### src/rtl/status_reg_decoder.sv
`default_nettype none
// ============================================================================
// status_reg_decoder : {n,p,z,c} status register, flag legality check and
//                      registered branch decision over valid/ready. Rev 1.0
// ============================================================================
module status_reg_decoder #(
  parameter int CNT_W = 8
) (
  input  logic             clk,
  input  logic             rst_n,
  input  logic             flag_we,
  input  logic [3:0]       flags_in,
  input  logic             cond_valid,
  output logic             cond_ready,
  input  logic [4:0]       cond_code,
  output logic             taken_valid,
  output logic             taken,
  input  logic             taken_ready,
  output logic [3:0]       status_q,
  output logic             flag_err,
  output logic [CNT_W-1:0] taken_count
);

  typedef enum logic [0:0] {
    ST_IDLE = 1'b0,
    ST_RESP = 1'b1
  } state_t;

  state_t state;

  logic       flags_legal;
  logic       write_ok;
  logic [3:0] eval_flags;
  logic       decision;
  logic       accept;
  logic       complete;

  // n and p are mutually exclusive and exactly one is set; a zero result cannot be negative
  assign flags_legal = (flags_in[3] != flags_in[2]) && !(flags_in[1] && flags_in[3]);
  assign write_ok    = flag_we && flags_legal;
  assign eval_flags  = write_ok ? flags_in : status_q;
  assign decision    = cond_code[4] ^ (|(cond_code[3:0] & eval_flags));

  assign cond_ready  = !taken_valid || taken_ready;
  assign accept      = cond_valid && cond_ready;
  assign complete    = taken_valid && taken_ready;

  always_ff @(posedge clk) begin
    if (!rst_n) begin
      state       <= ST_IDLE;
      status_q    <= 4'b0110;
      flag_err    <= 1'b0;
      taken_valid <= 1'b0;
      taken       <= 1'b0;
      taken_count <= '0;
    end else begin
      if (write_ok) begin
        status_q <= flags_in;
      end else if (flag_we) begin
        flag_err <= 1'b1;
      end

      if (complete && taken && (taken_count != {CNT_W{1'b1}})) begin
        taken_count <= taken_count + CNT_W'(1);
      end

      case (state)
        ST_IDLE: begin
          if (accept) begin
            state       <= ST_RESP;
            taken_valid <= 1'b1;
            taken       <= decision;
          end
        end
        ST_RESP: begin
          // Without taken_ready the latched decision is held untouched
          if (taken_ready) begin
            if (accept) begin
              taken <= decision;
            end else begin
              state       <= ST_IDLE;
              taken_valid <= 1'b0;
            end
          end
        end
        default: begin
          state       <= ST_IDLE;
          taken_valid <= 1'b0;
        end
      endcase
    end
  end

endmodule
`default_nettype wire

### config.mk
export PLATFORM = sky130hd
export DESIGN_NAME = status_reg_decoder
export DESIGN_NICKNAME = d
export VERILOG_FILES = /design/src/rtl/status_reg_decoder.sv
export SDC_FILE = /design/constraint.sdc
export NUM_CORES = 1
export LEC_CHECK = 0
export ABC_AREA = 1
export CORE_MARGIN = 10
export CORE_UTILIZATION = 39
export CTS_CLUSTER_DIAMETER = 60
export DETAILED_ROUTE_END_ITERATION = 6
export PLACE_DENSITY = 0.79
export SYNTH_ARGS = -nofsm -noshare
export SYNTH_HDL_FRONTEND = slang
export SYNTH_SLANG_ARGS = --single-unit
### constraint.sdc
create_clock -name clk -period 1.6 [get_ports clk]
set_clock_uncertainty 0.2 [all_clocks]
set_input_delay 0.32 -clock clk [delete_from_list [all_inputs] [get_ports clk]]
set_output_delay 0.32 -clock clk [all_outputs]
set_load 0.1 [all_outputs]
* After elaboration in Yosys (flattened, before gate mapping)
Cells that the tools add are included.
Storage, ports and cells: input bits 14, logic and storage cells 40, output and inout bits 16, register bits after elaboration 16
Cells by class: reductions and logical operators 13, muxes and demuxes 11, bitwise operators 4, equality and inequality tests 5, $add $sub $neg 1
Operator list (count):
- 8-bit by 1-bit adder with 8-bit output, second input constant | 1
- 8-bit != test, second input constant | 1
- 1-bit logical AND | 7
- 1-bit 2-to-1 mux | 7
- 2-bit != test, second input constant | 3
- 1-bit one-hot mux with 2 select lines | 3
- 4-bit AND | 1
- 4-bit 2-to-1 mux | 1
- 4-bit OR reduction | 1
- 3-bit AND reduction | 1
- 1-bit logical NOT | 2
- 1-bit inverter | 2
- 2-bit AND reduction | 1
- 1-bit logical OR | 1
- 1-bit != test | 1
- 1-bit bitwise XOR | 1

* Longest topological paths before layout
Gate-level depths: netlist of the first run.
word-level depth 11, gate-level depth with buffers 12, depth with buffers taken out 12

* Worst setup path after synthesis of the first run
OpenSTA, ideal clock, no wires.
path type flip-flop to flip-flop, start register taken_valid, end register taken, slack -1.100 ns, arrival time 2.391 ns, required time 1.291 ns, path buffers 0, setup time 0.109 ns, cell stages (with the launch flop) 7, period minus slack after synthesis 2.700 ns, cell sequence dfxtp_1 > nand2_1 > nand2_1 > a21oi_1 > o21a_1 > nand2_1 > inv_1
On the way: cells in the longest elaborated chain, start to end 6
Ends and longest elaborated chain:
- start: declaration | line 16 | output logic taken_valid,
- start signal: assignment | line 53 | taken_valid <= 1'b0;
- start signal: assignment | line 71 | taken_valid <= 1'b1;
- start signal: assignment | line 82 | taken_valid <= 1'b0;
- 1-bit logical NOT * | line 44 | assign cond_ready = !taken_valid || taken_ready;
- 1-bit logical OR * | line 44
- via cond_ready | line 14 | output logic cond_ready,
- 1-bit logical AND * | line 45 | assign accept = cond_valid && cond_ready;
- 1-bit 2-to-1 mux *
- 1-bit 2-to-1 mux
- 1-bit one-hot mux with 2 select lines *
- end signal: assignment | line 72 | taken <= decision;
- end signal: assignment | line 79 | taken <= decision;
- end: declaration | line 17 | output logic taken,
The timed path passes the listed nets; every way through them passes the cells marked *. The select of a mux whose other input is x is not followed. A chain may end at the register's enable or synchronous reset.

* Final worst setup path of the first run
start register taken_count[1], end register taken_count[6]
On the way: cells in the longest elaborated chain, start to end 2, elaborated cells on any way between the ends 3, those cells by class add/sub (1); eq/ne (1); reduce/logical (1)
Ends and longest elaborated chain:
- start: declaration | line 21 | output logic [CNT_W-1:0] taken_count
- start signal: assignment | line 64 | taken_count <= taken_count + CNT_W'(1);
- parallel branches: the longest is 2 deep, another holds 8-bit by 1-bit adder with 8-bit output
Several ways; the timed one is not identified.

==> flow_summary.toml, run 1 <==
[run_status]
run_status = "finished clean"

[cts]
holdBufCountCts = 0
clkTransAtPathRegs_ns = 0.10
clock_tree.buffer_depth = 2
clk_root_buf = "sky130_fd_sc_hd__clkbuf_4"
numCtsBuffers = 3
clock_tree_from_tritoncts = "yes"
clock_tree.htree_level_count = 1
clock-sinks = 16
clock_latency_ns = 0.28

[floorplanning]
design.die.area_um2 = 4380
dieWidth_um = 66.2
core_region_area_um2 = 2000
row_count = 16
io_pins = 30
floorplan.initialDensity_pct = 41.5
die_height_um = 66.2

[cells_and_area]
post_route_cells_drive_above_1_share_pct = 45.2
seqCellArea_um2 = 355
area_growth_syn_to_layout_pct = 87.2
most-common-layout-cells = "sky130_fd_sc_hd__nand2_1, sky130_fd_sc_hd__buf_4, sky130_fd_sc_hd__buf_12, sky130_fd_sc_hd__inv_1"
n_antenna_cell = 0
fin_nets = 182
final_cell_count_no_fill = 193
layout.cells.most_common = "sky130_fd_sc_hd__nand2_1"
final.fill_count = 143
multi_input_comb_area_um2 = 490

[placement]
dp.cells = 184
gp_routability_congestion = 0.771
port-buffer-count = 29
dp_hpwl_um = 2020

[yosys]
sequential_share_of_the_synthesized_area_pct = 38.6
ys_seq_elements = 16
avgSynthCellArea_um2 = 7.16
synthDistinctLibCells = 24
synth_fp_nets = 131
number_of_enable_type_register_cells_in_the_synthesized_netlist = 0
synthesis.instances = 116
ys.flop_type = "sky130_fd_sc_hd__dfxtp_1"
syn-cell-area_um2 = 831
ys_async_sr_fraction_pct = 0
synth_warnings = 0

[sta]
fin_crit_ns = 1.58
grt_setup_unrepaired = "true"
maxClockFrequency_mhz = 633
report.final.setup_viol = 0
final_min_period_over_clock_period_pct = 98.7
timing.final.hold_violations = 0
setup-tns-final_ns = 0
slew_at_the_pin_closest_to_its_max_slew_limit_ns = 0.263
slew_viol_final = 0
max-slew-margin-rel_pct = 82.4
holdWs_ns = 0.283

[critical_path]
r2r-start = "taken_count[1]"
reg2reg_setup_slack_ns = 0.02
r2r_cells = 10
worst-path-max-fanout = 6
cp.buffers_inverters = 2
setup.worst_path.class = "reg -> reg"
cp_data_required_time_ns = 1.58
timing.critical_path.arrival_ns = 1.56
r2r-end = "taken_count[6]"
critical_path.startpoint_type = "register"
timing.critical_path.cells = "ha_4, nand3_4, nor2_4, nand3_2, nand2_4, inv_4, nand2_1, inv_1, o21ai_1, a21oi_1"
delay_heaviest_family_cp = "simple AND/OR/NAND/NOR gates"
slowest_stage = "sky130_fd_sc_hd__dfxtp_4"
cp_capture_type = "register"
crit_path_max_incr_delay_ns = 0.40

[global_routing]
grt_pass1_vias = 879
grt_antenna_before_repair = 0
grt_start_max_net_pins = 10
grt.total_usage_pct = 11.7
global_route.overflow_total = 0
grt_pass1_wl_um = 4050

[detailed_routing]
vias_per_cell = 4.77
drt.antenna.violating_nets = 0
drt_drc_violations_left = 0
totalWireLength_um = 2520
drt_first_iter_violations = 35
route.detailed.wl_per_inst_um = 13.1
router_iterations_before_antenna_repair = 4
route.vias.total = 920

[pwr]
power_leakage_nw = 0.695
combinationalPowerShare_pct = 33.6
power_switching_share_pct = 34.8
clkPwrFrac_pct = 22.9
power_per_cell_area_nw_per_um2 = 633
switching_power_mw = 0.343
power.sequential.fraction_pct = 43.5
cell_internal_pwr_mw = 0.642
maximum_ir_drop_on_the_vdd_rail_v = 0.000416

[worst_hold_path]
min_path_type = "reg -> reg"
whs_path_depth = 1
worstHoldStart = "taken_count[3]"
hold_path_end = "taken_count[3]"

[job]
maxCapViolCount = 0
[routing by layer]
metal  vias to the layer above  wire (um)  global-route usage (%)
met2                        23       1300                    19.4
met3                         4        138                    3.56
met5                         -          0                       0
li1                        480          -                       -
met4                         0         69                    6.81
met1                       413       1020                    12.7
[registers in the layout, indices dropped and copies added, names as in the netlist]
name,count
state,1
taken,1
taken_count,8
flag_err,1
status_q,4
taken_valid,1
[how the worst max path moves through the flow]
stage | slack [ns] | cells past startpoint | endpoint | start
6_report | 0.02 | 10 | taken_count[6] | taken_count[1]
5_1_grt | -0.04 | 10 | taken_count[6] | taken_count[1]
3_3_place_gp | -0.36 | 12 | taken | flags_in[3]
4_1_cts | 0.003 | 10 | taken_count[6] | taken_count[1]
3_5_place_dp | -0.43 | 12 | taken | flags_in[3]
2_1_floorplan | -0.19 | 10 | taken_count[6] | taken_count[1]
[per-stage QoR]
step / worst slack, ns / instance area (um2) / total power, mW / util (%)
after floorplan: -0.189 / 896 / 0.615 / -
final: 0.0202 / 1560 / 0.984 / 77.7
after CTS: 0.00263 / 1510 / 0.989 / 75.6
after global routing: -0.0408 / 1560 / 1.03 / 77.7
after detailed placement: -0.434 / 1470 / 0.763 / 73.3
after global placement: -0.357 / 1470 / 0.756 / 73.3
[layout make-up]
| class | instances | share of cell area [%] |
|---|---|---|
| clock buffers | 4 | 1.69 |
| well taps | 27 | 2.17 |
| flip-flops and latches | 16 | 22.8 |
| repair buffers | 47 | 37.7 |
| inverters | 16 | 4.02 |
| multi-input cells | 83 | 31.5 |
[power by group through the flow]
stage	combinational, mW	sequential, mW	clock, mW
4_1_cts	0.328	0.428	0.233
3_5_place_dp	0.325	0.438	0
6_report	0.331	0.428	0.226
2_1_floorplan	0.0849	0.530	0
5_1_grt	0.347	0.431	0.255
3_3_place_gp	0.319	0.437	0
[cells in the mapped netlist (2+ instances only)]
cell,n,area (um2)
sky130_fd_sc_hd__nand2_1,30,113
sky130_fd_sc_hd__dfxtp_1,16,320
sky130_fd_sc_hd__inv_1,12,45.0
sky130_fd_sc_hd__nand3_1,10,50.1
sky130_fd_sc_hd__a21oi_1,9,45.0
sky130_fd_sc_hd__nor2_1,8,30.0
sky130_fd_sc_hd__o21ai_0,4,20.0
sky130_fd_sc_hd__inv_2,3,11.3
sky130_fd_sc_hd__nand2_2,3,18.8
sky130_fd_sc_hd__nand4_1,3,18.8
sky130_fd_sc_hd__nand3_2,2,20.0
sky130_fd_sc_hd__nor2_2,2,12.5
sky130_fd_sc_hd__o21bai_1,2,15.0
sky130_fd_sc_hd__xnor2_1,2,17.5
[repair_timing]
action,in CTS,in global routing
endpoints found under the setup margin,3,5
endpoints found under the hold margin,0,0
resized for setup,6,7
pin swaps,1,2
setup buffers,3,2
[cells by family (layout without fill, tap and decap cells)]
logic type      after synthesis  after routing  synth area share [%]
compound gates               20             20                  14.0
flops                        16             16                  38.6
fa+ha+maj                     1              1                  1.51
buf+inv                      17             67                  8.89
xor+xnor                      2              2                  2.11
simple gates                 60             60                  34.9
Power figures use the tool's default switching activity.
==> run 2, diff against run 1 <==
--- a/config.mk
+++ b/config.mk
@@ -8,8 +8,10 @@
 export ABC_AREA = 1
 export CORE_MARGIN = 10
 export CORE_UTILIZATION = 39
+export CTS_BUF_LIST = sky130_fd_sc_hd__clkbuf_16
 export CTS_CLUSTER_DIAMETER = 60
 export DETAILED_ROUTE_END_ITERATION = 6
+export GPL_ROUTABILITY_DRIVEN = 0
 export PLACE_DENSITY = 0.79
 export SYNTH_ARGS = -nofsm -noshare
 export SYNTH_HDL_FRONTEND = slang
==> run 2 against run 1 <==
Compared with the run above:
- the flow now finishes with violations (negative setup slack)
- global-route usage up 1.4 points
- fmax down 2.3%
- utilization up 1.9 points
- largest power group is now clock
- sequential share of layout area down 0.54 points
- critical path depth unchanged
==> flow_summary.toml, run 2 (synthesized netlist as in run 1, its figures left out) <==
[placement]
port-buffer-count = 29
dp_hpwl_um = 2020

[critical_path]
r2r-start = "taken_count[1]"
r2r-end = "taken_count[5]"
setup.worst_path.class = "reg -> reg"
reg2reg_setup_slack_ns = -0.02
cp_capture_type = "register"
timing.critical_path.arrival_ns = 1.55
critical_path.endpoint = "taken_count[5]"
r2r_cells = 10
worst_setup_path_startpoint = "taken_count[1]"
critical_path.startpoint_type = "register"
worst-path-max-fanout = 5
cp_data_required_time_ns = 1.54

[cts]
clock_tree.htree_level_count = 1
clock_tree_from_tritoncts = "yes"
clock_tree.buffer_depth = 2
holdBufCountCts = 0
clock-sinks = 16
numCtsBuffers = 3
clock_latency_ns = 0.25
clkTransAtPathRegs_ns = 0.05
clk_root_buf = "sky130_fd_sc_hd__clkbuf_16"

[global_routing]
grt_pass1_vias = 901
grt_start_max_net_pins = 10
grt_pass1_wl_um = 4440
grt_antenna_before_repair = 0
grt.total_usage_pct = 13.1
global_route.overflow_total = 0

[floorplanning]
floorplan.initialDensity_pct = 41.5
io_pins = 30
design.die.area_um2 = 4380
dieWidth_um = 66.2
die_height_um = 66.2
core_region_area_um2 = 2000
row_count = 16

[detailed_routing]
totalWireLength_um = 2870
route.detailed.wl_per_inst_um = 14.9
vias_per_cell = 5.03
route.vias.total = 965
drt_first_iter_violations = 58
drt_drc_violations_left = 0
drt.antenna.violating_nets = 0
router_iterations_before_antenna_repair = 4

[sta]
grt_setup_unrepaired = "true"
postLayoutSetupSlackWorst_ns = -0.0170
setup-tns-final_ns = -0.0253
holdWs_ns = 0.268
max-slew-margin-rel_pct = 83.1
timing.final.hold_violations = 0
maxClockFrequency_mhz = 618
slew_viol_final = 0
final_min_period_over_clock_period_pct = 101
report.final.setup_viol = 2
slew_at_the_pin_closest_to_its_max_slew_limit_ns = 0.254
fin_crit_ns = 1.62

[cells_and_area]
most-common-layout-cells = "sky130_fd_sc_hd__nand2_1, sky130_fd_sc_hd__buf_12, sky130_fd_sc_hd__buf_4, sky130_fd_sc_hd__inv_1, sky130_fd_sc_hd__a21oi_1"
layout.cells.most_common = "sky130_fd_sc_hd__nand2_1"
n_antenna_cell = 0
seqCellArea_um2 = 355
post_route_cells_drive_above_1_share_pct = 44.2
largest_registers = "taken_count: 8 flops, status_q: 4 flops"
area_growth_syn_to_layout_pct = 91.7
core_util_final_pct = 79.6
fin_nets = 181
max_reg_flops = 8
multi_input_comb_area_um2 = 474
final.fill_count = 129
max_flop_register = "taken_count"

[run_status]
violations = "negative setup slack"
run_status = "complete, but fails checks"

[job]
maxCapViolCount = 0

[pwr]
power_leakage_nw = 0.722
power_per_cell_area_nw_per_um2 = 785
maximum_ir_drop_on_the_vdd_rail_v = 0.000654

[worst_hold_path]
min_path_type = "reg -> reg"
-- run 2: where the power goes --
| group | switching [mW] | internal [mW] | leakage [nW] | total, mW |
|---|---|---|---|---|
| Sequential | 0.0209 | 0.409 | 0.137 | 0.430 |
| Clock | 0.153 | 0.331 | 0.0423 | 0.484 |
| Combinational | 0.198 | 0.138 | 0.543 | 0.336 |
-- run 2: cell type report --
type | count | area share [%]
Clock buffer | 3 | 4.71
Clock inverter | 1 | 0.236
Inverter | 16 | 3.93
Multi-Input combinational cell | 83 | 29.8
Sequential cell | 16 | 22.3
Tap cell | 27 | 2.12
Timing Repair Buffer | 46 | 36.9
-- run 2: worst min-delay path by stage --
stage / to / cells after the start / startpoint
floorplan: state / 2 / state
detailed placement: taken_count[3] / 1 / taken_count[3]
global placement: taken_count[3] / 1 / taken_count[3]
CTS: taken_count[3] / 1 / taken_count[3]
global route: state / 2 / state
finish: taken_count[3] / 1 / taken_count[3]
-- run 2: worst max-delay path, cell delays in order, from the launching register on --
cell and delay (ns):
sky130_fd_sc_hd__dfxtp_4 0.36, sky130_fd_sc_hd__ha_4 0.17, sky130_fd_sc_hd__nand3_2 0.09, sky130_fd_sc_hd__nor2_4 0.04, sky130_fd_sc_hd__nand3_2 0.07, sky130_fd_sc_hd__nand2_4 0.08
sky130_fd_sc_hd__buf_12 0.14, sky130_fd_sc_hd__nor3_4 0.15, sky130_fd_sc_hd__nand3_1 0.09, sky130_fd_sc_hd__nand2_1 0.07, sky130_fd_sc_hd__nor2_1 0.04
-- run 2: what timing repair did --
item / CTS / global route
hold endpoints to repair: 0 / 0
buffers inserted: 2 / 2
pin swaps: 2 / 3
setup endpoints to repair: 4 / 5
resized for setup: 7 / 5
-- run 2: metrics by stage --
stage                     total power, mW  worst slack, ns  cell area, um2  instances
after floorplan                     0.615           -0.189             896        116
after global placement              0.756           -0.357            1470        184
after detailed placement            0.763           -0.434            1470        184
after CTS                            1.25          -0.0573            1580        190
after global routing                 1.29           -0.102            1590        192
final                                1.25          -0.0170            1590        192
-- run 2: routing by layer --
| metal | track usage (%) | share of wire, % | vias to the layer above |
|---|---|---|---|
| li1 | - | - | 476 |
| met1 | 14.1 | 38 | 446 |
| met2 | 22.4 | 53 | 34 |
| met3 | 3.56 | 5.8 | 9 |
| met4 | 7.59 | 3.9 | 0 |
| met5 | 0 | 0 | - |
==> run 3, diff against run 2 <==
--- a/config.mk
+++ b/config.mk
@@ -12,7 +12,9 @@
 export CTS_CLUSTER_DIAMETER = 60
 export DETAILED_ROUTE_END_ITERATION = 6
 export GPL_ROUTABILITY_DRIVEN = 0
+export HOLD_SLACK_MARGIN = 0.03
 export PLACE_DENSITY = 0.79
+export REMOVE_ABC_BUFFERS = 1
 export SYNTH_ARGS = -nofsm -noshare
 export SYNTH_HDL_FRONTEND = slang
 export SYNTH_SLANG_ARGS = --single-unit
==> run 3 against run 2 <==
Compared with the run above:
- the flow still finishes with violations (negative setup slack)
- routed wire length down 6.9%
- fmax up 0.21%
- die area unchanged
- utilization down 0.12 points
- critical endpoint is now taken_count[6]
- largest power group unchanged
==> flow_summary.toml, run 3 (synthesized netlist as in run 1, its figures left out) <==
[critical_path]
critical_path.startpoint_type = "register"
setup.worst_path.class = "reg -> reg"
slowest_stage = "sky130_fd_sc_hd__dfxtp_2"
cp_capture_type = "register"
cp_data_required_time_ns = 1.51
timing.critical_path.arrival_ns = 1.53
timing.critical_path.cells = "ha_4, nand3_4, nor2_4, nand3_2, nand2_4, inv_4, nand2_2, inv_2, o21ai_1, a21oi_1"
worst-path-max-fanout = 6
crit_path_max_incr_delay_ns = 0.35

[cts]
clk_root_buf = "sky130_fd_sc_hd__clkbuf_16"
clock_latency_ns = 0.24
numCtsBuffers = 3
clock-sinks = 16
holdBufCountCts = 0
clock_tree.buffer_depth = 2
clkTransAtPathRegs_ns = 0.05
clock_tree_from_tritoncts = "yes"
clock_tree.htree_level_count = 1

[pwr]
switching_power_mw = 0.360
maximum_ir_drop_on_the_vdd_rail_v = 0.000787
cell_internal_pwr_mw = 0.877
clkPwrFrac_pct = 38.8
combinationalPowerShare_pct = 26.3
power_switching_share_pct = 29.1
power_leakage_nw = 0.724
power.sequential.fraction_pct = 34.9
power_per_cell_area_nw_per_um2 = 778

[placement]
port-buffer-count = 29
dp.cells = 186
dp_hpwl_um = 1880
pre_cts_slack_ns = -0.397

[sta]
postLayoutSetupSlackWorst_ns = -0.0136
fin_crit_ns = 1.61
setup-tns-final_ns = -0.0136
report.final.setup_viol = 1
final_min_period_over_clock_period_pct = 101
slew_viol_final = 0
timing.final.hold_violations = 0
max-slew-margin-rel_pct = 81.3
maxClockFrequency_mhz = 620
grt_setup_unrepaired = "true"
slew_at_the_pin_closest_to_its_max_slew_limit_ns = 0.279

[cells_and_area]
fin_nets = 185
seqCellArea_um2 = 324
final_cell_count_no_fill = 196
largest_registers = "taken_count: 8 flops, status_q: 4 flops"
layout.cells.most_common = "sky130_fd_sc_hd__nand2_1"
max_flop_register = "taken_count"
most-common-layout-cells = "sky130_fd_sc_hd__nand2_1, sky130_fd_sc_hd__buf_4, sky130_fd_sc_hd__buf_12, sky130_fd_sc_hd__dfxtp_1, sky130_fd_sc_hd__inv_1"
core_util_final_pct = 79.4
multi_input_comb_area_um2 = 485
n_antenna_cell = 0
area_growth_syn_to_layout_pct = 91.4
post_route_cells_drive_above_1_share_pct = 41.4
max_reg_flops = 8
final.fill_count = 132

[floorplanning]
die_height_um = 66.2
floorplan.initialDensity_pct = 41.5
row_count = 16
design.die.area_um2 = 4380
dieWidth_um = 66.2
core_region_area_um2 = 2000
io_pins = 30

[global_routing]
global_route.usage.met3_pct = 4.75
grt_start_max_net_pins = 10
grt_pass1_vias = 894
grt_util_met1_pct = 11.6
globalRouteMet2Util_pct = 19.4
grt_antenna_before_repair = 0
grt_pass1_wl_um = 3890
globalRoute.busiestLayer = "met2"
global_route.overflow_total = 0
grt.total_usage_pct = 11.1

[worst_hold_path]
min_path_type = "in -> reg"

[detailed_routing]
route.vias.total = 987
vias_per_cell = 5.04
drt.antenna.violating_nets = 0
totalWireLength_um = 2670
router_iterations_before_antenna_repair = 4
route.detailed.wl_per_inst_um = 13.6
drt_drc_violations_left = 0
drt_first_iter_violations = 22

[run_status]
violations = "negative setup slack"
run_status = "complete, but fails checks"

[job]
maxCapViolCount = 0
-- run 3: worst max-delay path: cells and delay by family, from the launching register on --
kind            cells  cell delay, ns
buf+inv             2            0.10
simple gates        5            0.47
fa+ha+maj           1            0.16
compound gates      2            0.20
flops               1            0.35
-- run 3: metal layers --
layer,wire [um],up-vias
met3,210,10
met5,0,-
met4,58,0
li1,-,485
met2,1380,37
met1,1020,455
-- run 3: stage by stage --
| stage | power [mW] | area [um2] | hold slack [ns] |
|---|---|---|---|
| after floorplan | 0.613 | 820 | 0.204 |
| after detailed placement | 0.759 | 1420 | 0.270 |
| after CTS | 1.24 | 1510 | 0.277 |
| final | 1.24 | 1590 | 0.202 |
| after global routing | 1.28 | 1590 | 0.229 |
| after global placement | 0.754 | 1420 | 0.264 |
-- run 3: final timing paths --
check                   end  cells past startpoint  slack (ns)           start
max          taken_count[6]                     10       -0.01  taken_count[1]
min             status_q[1]                      3        0.20     flags_in[1]
max reg2reg  taken_count[6]                     10       -0.01  taken_count[1]
min reg2reg           state                      2        0.28           state
-- run 3: power by group through the flow --
stage	Sequential [mW]	Clock, mW	Combinational [mW]
global route	0.433	0.505	0.345
detailed placement	0.438	0	0.321
global placement	0.438	0	0.316
floorplan	0.535	0	0.0788
finish	0.432	0.480	0.325
CTS	0.431	0.488	0.322
-- run 3: final cells by class --
class                   count  area share [%]
clock buffers               3            4.72
clock inverters             1           0.236
inverters                  16            3.93
multi-input cells          83            30.5
flip-flops and latches     16            20.4
well taps                  27            2.12
repair buffers             50            38.1
-- run 3: repair_timing --
item | CTS | global route
buffers inserted | 1 | 5
pin swaps | 2 | 11
hold endpoints to repair | 0 | 0
gates resized for setup | 7 | 18
endpoints found under the setup margin | 3 | 9
